==> src/rtl/riscy_pkg.sv <==
// Shared decode definitions: MIPS opcode constants, instruction field
// positions and the decoded_t record carried through the decode stage.
package riscy_pkg;

  localparam logic [5:0] OP_RTYPE = 6'h00;
  localparam logic [5:0] OP_J     = 6'h02;
  localparam logic [5:0] OP_JAL   = 6'h03;

  localparam int OPCODE_LSB = 26;
  localparam int RS_LSB     = 21;
  localparam int RT_LSB     = 16;
  localparam int RD_LSB     = 11;
  localparam int SHAMT_LSB  = 6;
  localparam int FUNCT_LSB  = 0;
  localparam int IMM_LSB    = 0;
  localparam int JADDR_LSB  = 0;

  // Stored PC width; a stage's PC_W must not exceed this.
  localparam int PC_MAX_W = 32;

  typedef struct packed {
    logic [PC_MAX_W-1:0] pc;
    logic [5:0]          opcode;
    logic [4:0]          rs;
    logic [4:0]          rt;
    logic [4:0]          rd;
    logic [4:0]          shamt;
    logic [5:0]          funct;
    logic [15:0]         imm;
    logic [25:0]         jaddr;
    logic                is_rtype;
    logic                is_jump;
  } decoded_t;

  function automatic logic is_jump_op(input logic [5:0] op);
    return (op == OP_J) || (op == OP_JAL);
  endfunction

endpackage

==> src/rtl/instr_field_split.sv <==
// Combinational slice of a 32-bit MIPS instruction word (plus its PC)
// into the decoded_t record.
module instr_field_split
  import riscy_pkg::*;
(
  input  logic [31:0]         instr,
  input  logic [PC_MAX_W-1:0] pc,
  output decoded_t            fields
);

  // Field extraction and opcode class flags
  always_comb begin
    fields          = '0;
    fields.pc       = pc;
    fields.opcode   = instr[OPCODE_LSB +: 6];
    fields.rs       = instr[RS_LSB +: 5];
    fields.rt       = instr[RT_LSB +: 5];
    fields.rd       = instr[RD_LSB +: 5];
    fields.shamt    = instr[SHAMT_LSB +: 5];
    fields.funct    = instr[FUNCT_LSB +: 6];
    fields.imm      = instr[IMM_LSB +: 16];
    fields.jaddr    = instr[JADDR_LSB +: 26];
    fields.is_rtype = (instr[OPCODE_LSB +: 6] == OP_RTYPE);
    fields.is_jump  = is_jump_op(instr[OPCODE_LSB +: 6]);
  end

endmodule

==> src/rtl/instr_decode_stage.sv <==
// Fetch-to-decode pipeline register with valid/ready handshake and flush.
// Optional skid entry with registered in_ready when DECODE_SKID_BUF_EN is defined.
module instr_decode_stage
  import riscy_pkg::*;
#(
  parameter int PC_W = 32
) (
  input  logic            clk,
  input  logic            reset,
  input  logic            flush,
  input  logic            in_valid,
  output logic            in_ready,
  input  logic [31:0]     in_instr,
  input  logic [PC_W-1:0] in_pc,
  output logic            out_valid,
  input  logic            out_ready,
  output logic [PC_W-1:0] out_pc,
  output logic [5:0]      out_opcode,
  output logic [4:0]      out_rs,
  output logic [4:0]      out_rt,
  output logic [4:0]      out_rd,
  output logic [4:0]      out_shamt,
  output logic [5:0]      out_funct,
  output logic [15:0]     out_imm,
  output logic [25:0]     out_jaddr,
  output logic            out_is_rtype,
  output logic            out_is_jump
);

  decoded_t dec_s;
  decoded_t main_r;
  decoded_t main_n;
  logic     main_valid_r;
  logic     main_valid_n;
  logic     in_xfer_s;
  logic     out_xfer_s;

  instr_field_split u_split (
    .instr  (in_instr),
    .pc     (PC_MAX_W'(in_pc)),
    .fields (dec_s)
  );

  assign in_xfer_s  = in_valid && in_ready;
  assign out_xfer_s = main_valid_r && out_ready;

`ifdef DECODE_SKID_BUF_EN
  decoded_t skid_r;
  decoded_t skid_n;
  logic     skid_valid_r;
  logic     skid_valid_n;
  logic     in_ready_r;

  assign in_ready = in_ready_r;

  // Next-state for main and skid entries; a stalled main diverts input to skid
  always_comb begin
    main_n       = main_r;
    main_valid_n = main_valid_r;
    skid_n       = skid_r;
    skid_valid_n = skid_valid_r;
    if (flush) begin
      main_valid_n = 1'b0;
      skid_valid_n = 1'b0;
    end else if (main_valid_r && !out_xfer_s) begin
      if (in_xfer_s) begin
        skid_n       = dec_s;
        skid_valid_n = 1'b1;
      end else begin
        skid_valid_n = skid_valid_r;
      end
    end else if (skid_valid_r) begin
      // in_ready is low while skid is full, so no input competes here
      main_n       = skid_r;
      main_valid_n = 1'b1;
      skid_valid_n = 1'b0;
    end else if (in_xfer_s) begin
      main_n       = dec_s;
      main_valid_n = 1'b1;
    end else begin
      main_valid_n = 1'b0;
    end
  end

  // Skid entry and registered ready
  always_ff @(posedge clk or posedge reset) begin
    if (reset) begin
      skid_r       <= '0;
      skid_valid_r <= 1'b0;
      in_ready_r   <= 1'b1;
    end else begin
      skid_r       <= skid_n;
      skid_valid_r <= skid_valid_n;
      in_ready_r   <= !skid_valid_n;
    end
  end
`else
  assign in_ready = out_ready || !main_valid_r;

  // Next-state for the single entry
  always_comb begin
    main_n       = main_r;
    main_valid_n = main_valid_r;
    if (flush) begin
      main_valid_n = 1'b0;
    end else if (in_xfer_s) begin
      main_n       = dec_s;
      main_valid_n = 1'b1;
    end else if (out_xfer_s) begin
      main_valid_n = 1'b0;
    end else begin
      main_valid_n = main_valid_r;
    end
  end
`endif

  // Main register; reset clears data so every output reads zero
  always_ff @(posedge clk or posedge reset) begin
    if (reset) begin
      main_r       <= '0;
      main_valid_r <= 1'b0;
    end else begin
      main_r       <= main_n;
      main_valid_r <= main_valid_n;
    end
  end

  assign out_valid    = main_valid_r;
  assign out_pc       = main_r.pc[PC_W-1:0];
  assign out_opcode   = main_r.opcode;
  assign out_rs       = main_r.rs;
  assign out_rt       = main_r.rt;
  assign out_rd       = main_r.rd;
  assign out_shamt    = main_r.shamt;
  assign out_funct    = main_r.funct;
  assign out_imm      = main_r.imm;
  assign out_jaddr    = main_r.jaddr;
  assign out_is_rtype = main_r.is_rtype;
  assign out_is_jump  = main_r.is_jump;

endmodule

==> config.mk <==
export PLATFORM = sky130hd
export DESIGN_NAME = instr_decode_stage
export DESIGN_NICKNAME = d
export VERILOG_FILES = /design/src/rtl/riscy_pkg.sv /design/src/rtl/instr_field_split.sv /design/src/rtl/instr_decode_stage.sv
export SDC_FILE = /design/constraint.sdc
export NUM_CORES = 1
export LEC_CHECK = 0
export ABC_CLOCK_PERIOD_IN_PS = 5200
export CORE_MARGIN = 3
export CORE_UTILIZATION = 30
export DETAILED_ROUTE_END_ITERATION = 8
export GPL_TIMING_DRIVEN = 0
export PLACE_DENSITY = 0.66
export REMOVE_ABC_BUFFERS = 1
export SETUP_SLACK_MARGIN = 0.2
export SLEW_MARGIN = 20
export SYNTH_ARGS = -nofsm -noshare
export SYNTH_HDL_FRONTEND = slang
export SYNTH_SLANG_ARGS = --single-unit
==> constraint.sdc <==
create_clock -name clk -period 5.2 [get_ports clk]
set_clock_uncertainty 0.2 [all_clocks]
set_input_delay 1.04 -clock clk [delete_from_list [all_inputs] [get_ports clk]]
set_output_delay 1.04 -clock clk [all_outputs]
set_load 0.05 [all_outputs]
# Word level (Yosys, flattened, before mapping)
# Cells that the tools add are included.
[totals]
regBits = 109
out_inout_bits = 110
elab_cells = 26
input_bits = 69
[classes]
n_bitwise = 1
n_eq_ne = 2
reduce_logical = 8
muxes = 3
[ops]
columns = ["operator", "n"]
rows = [
  ["$eq 6x2->1 const B", 2],
  ["$logic_not 6->1", 1],
  ["$mux 1", 3],
  ["$reduce_bool 3->1", 1],
  ["$logic_and 1x1->1", 2],
  ["$logic_or 1x1->1", 2],
  ["$reduce_and 2->1", 1],
  ["$logic_not 1->1", 1],
  ["$not 1->1", 1],
]

# Depth between registers and ports, before layout
[depth]
depth_word = 5
ltp_mapped = 5
mapped_depth_nobuf = 3

# By module
# Synthesis repeated with hierarchy kept, for this count alone.
[hier_totals]
hier_cells = 345
area_unflattened_um2 = 5011.1
[by_module_without_submodules]
columns = ["mod", "seq_area_each_um2", "area_each_um2", "cells_per_inst", "n_inst"]
rows = [
  ["instr_decode_stage", 2727.6, 4186.5, 235, 1],
  ["instr_field_split", 0.0, 824.5, 110, 1],
]

# Worst setup path before layout
# No wires, ideal clock.
[synth_path]
path_kind = "input-to-output"
startpoint = "in out_ready"
endpoint = "out in_ready"
path_slack_ns = 2.559
required_time_ns = 3.960
arrival_ns = 1.401
cell_stages = 2
n_path_buf = 0
cell_sequence = "nor2b_4 > inv_1"
[synth_between]
elab_chain_cells = 1
[synth_lines]
columns = ["element", "line", "source"]
rows = [
  ["start: declaration", "instr_decode_stage.sv:16", "input logic out_ready,"],
  ["$logic_or 1x1->1", "instr_decode_stage.sv:98", "assign in_ready = out_ready || !main_valid_r;"],
  ["end: declaration", "instr_decode_stage.sv:12", "output logic in_ready,"],
]
# Every way passes these cells.

# Worst setup path in the final report
# Ends and elaborated chain as after synthesis.

==> results.json <==
{
  "first_pass_iters": 4,
  "routabilityCongestion": 0.652,
  "relSlewSlack": 0.640,
  "drc": 0,
  "antenna_found_initial": 0,
  "start_util": 0.312,
  "seq_area_frac_synth": 0.546,
  "n_antenna_cell": 0,
  "clk_pin_slew_worst_paths_ps": 60,
  "cp.arrival_ps": 2440,
  "finalSetupTns_ps": 0,
  "ant_nets": 0,
  "finalWirelength_mm": 7.06,
  "cts_hold_buf": 0,
  "synth.avg_cell_area_um2": 15.9,
  "port_buffers": 178,
  "yosysTopAreaCellShare": 0.546,
  "hold_viol": 0,
  "crit_path_start_kind": "primary input",
  "total_power_uw": 2130,
  "cp_top_family": "buffers and inverters",
  "synth_area_mm2": 0.00307,
  "period_needed_ps": 3680,
  "syn_inst": 193,
  "cts_repair_resize_count": 0,
  "hold_class": "reg2reg",
  "power.density_mw_per_mm2": 436,
  "yosysWarningCount": 0,
  "grt_pass1_wl_mm": 11.2,
  "cp_slowest_cell": "clkdlybuf4s50_1",
  "htree_levels": 3,
  "wl_per_cell_um": 14.9,
  "dieArea_mm2": 0.0115,
  "cp_num_buf_inv": 3,
  "cts_root_buffer": "clkbuf_8",
  "max-vdd-ir-drop_mv": 0.209,
  "nNetsFinal": 406,
  "path_cells": "clkdlybuf4s50_1 -> nor2b_4 -> inv_1 -> clkdlybuf4s50_1",
  "die_h_um": 107,
  "run_status": "completed",
  "row_count": 36,
  "die_w_um": 107,
  "cp_common_cell": "clkdlybuf4s50_1",
  "boundaryPins": 179,
  "setup_viol": 0,
  "initialDrtViolationCount": 57,
  "grt_overflow": 0,
  "p_leak_uw": 0.00204,
  "tritoncts": "built",
  "clock_path_buffers": 2,
  "via_count": 1956,
  "rsz0062_at_grt": "no",
  "layout_common_cells": "clkdlybuf4s50_1, dfrtp_1, mux2_4",
  "worstSkewPairLatency_ps": 330,
  "synth_top_cell_by_area": "dfrtp_1",
  "numCtsBuffers": 9,
  "cts.sinks": 67,
  "fmax_mhz": 271,
  "maxCapViolCount": 0,
  "finalMaxSlewViolations": 0,
  "synth.distinct_cells": 13,
  "fillers": 858,
  "post-route-period-util": 0.708,
  "drive_above_1_share": 0.263,
  "grt_usage": 0.127,
  "dp_hpwl_mm": 5.20,
  "core_mm2": 0.00986,
  "worst_pin_slew_ps": 538,
  "synth-seq-cells": 67,
  "post-cts-setup-buffers": 0,
  "ys_top_cells_by_area": "dfrtp_1, mux2_4, buf_4, mux2_2, buf_12",
  "critPathCaptureType": "primary output",
  "timing_worst_setup_path_type": "in2out",
  "first_global_vias": 2132,
  "mostFrequentLayoutCell": "clkdlybuf4s50_1",
  "path_max_fanout": 4,
  "critPathMaxStageDelay_ps": 790,
  "area_growth_pct": 58.6,
  "cp.required_ps": 3960,
  "grt_start_max_net_pins": 40,
  "vias_per_cell": 4.12
}
area by class of cell:
cell class / instances / area (um^2) / area share
Sequential cell: 67 / 1680 / 0.344
Tap cell: 133 / 166 / 0.0341
Clock buffer: 10 / 138 / 0.0282
Timing Repair Buffer: 182 / 1860 / 0.382
Multi-Input combinational cell: 74 / 955 / 0.196
Inverter: 3 / 13.8 / 0.00282
Clock inverter: 6 / 63.8 / 0.0131
path summary, 6_finish.rpt:
kind	from	endpoint	slack, ps	cells after the start
worst min-delay path	out_pc[30]	out_pc[30]	310	1
min in group asynchronous	reset	out_imm[10]	930	2
worst max-delay path	out_ready	in_ready	1520	4
worst max register to register	out_valid	out_pc[7]	3270	5
worst min register to register	out_pc[30]	out_pc[30]	310	1
max in group asynchronous	reset	out_pc[5]	3330	3
through the flow:
step / setup slack, ps / area, um^2 / utilization / instances / hold WS, ps
after global routing: 1470 / 4870 / 0.494 / 475 / 327
final: 1520 / 4870 / 0.494 / 475 / 309
after floorplan: 1980 / 2640 / - / 144 / 544
after global placement: 984 / 4590 / 0.465 / 455 / 289
after CTS: 1510 / 4870 / 0.494 / 475 / 313
after detailed placement: 1510 / 4670 / 0.474 / 459 / 293
routing by layer:
| layer | GRT usage | part of all wire |
|---|---|---|
| met1 | 0.159 | 0.42 |
| met2 | 0.199 | 0.48 |
| met3 | 0.0439 | 0.091 |
| met4 | 0.0521 | 0.0095 |
| met5 | 0 | 0 |
logic make-up (layout without fill, tap and decap cells):
group	count (synthesis)	count (layout)	share of synthesized area
multiplexers	65	65	0.286
buffers and inverters	52	201	0.144
flip-flops	67	67	0.546
AO/OA/AOI/OAI	1	1	0.00285
AND/OR/NAND/NOR	8	8	0.0220
where the power goes:
| part | total [uW] | internal [uW] | switching, uW |
|---|---|---|---|
| Sequential | 668 | 607 | 60.6 |
| Clock | 443 | 235 | 208 |
| Combinational | 1020 | 384 | 632 |
| Total | 2130 | 1230 | 901 |
state kept, by name, summed over array words and instances, names as in the netlist:
register,cells
out_pc,32
out_opcode,6
out_funct,5
out_rs,5
out_rd,4
out_rt,4
out_shamt,4
out_imm,2
out_jaddr,2
out_is_jump,1
out_is_rtype,1
out_valid,1
synth_stat cells:
library cell	count
or4_4	1
nor2_4	1
nor2_1	2
inv_1	3
mux2_4	39
buf_12	5
buf_4	44
dfrtp_1	67
nand2b_4	1
mux2_2	26
o2bb2ai_1	1
nor2b_4	1
nor3_1	2
worst reg2reg max path: cells and delay by family (launching register included):
family,cells,cell delay (ps)
DFF,1,380
and+or+nand+nor,2,430
buffers and inverters,2,460
muxes,1,360
(Power assumes the default switching activity.)
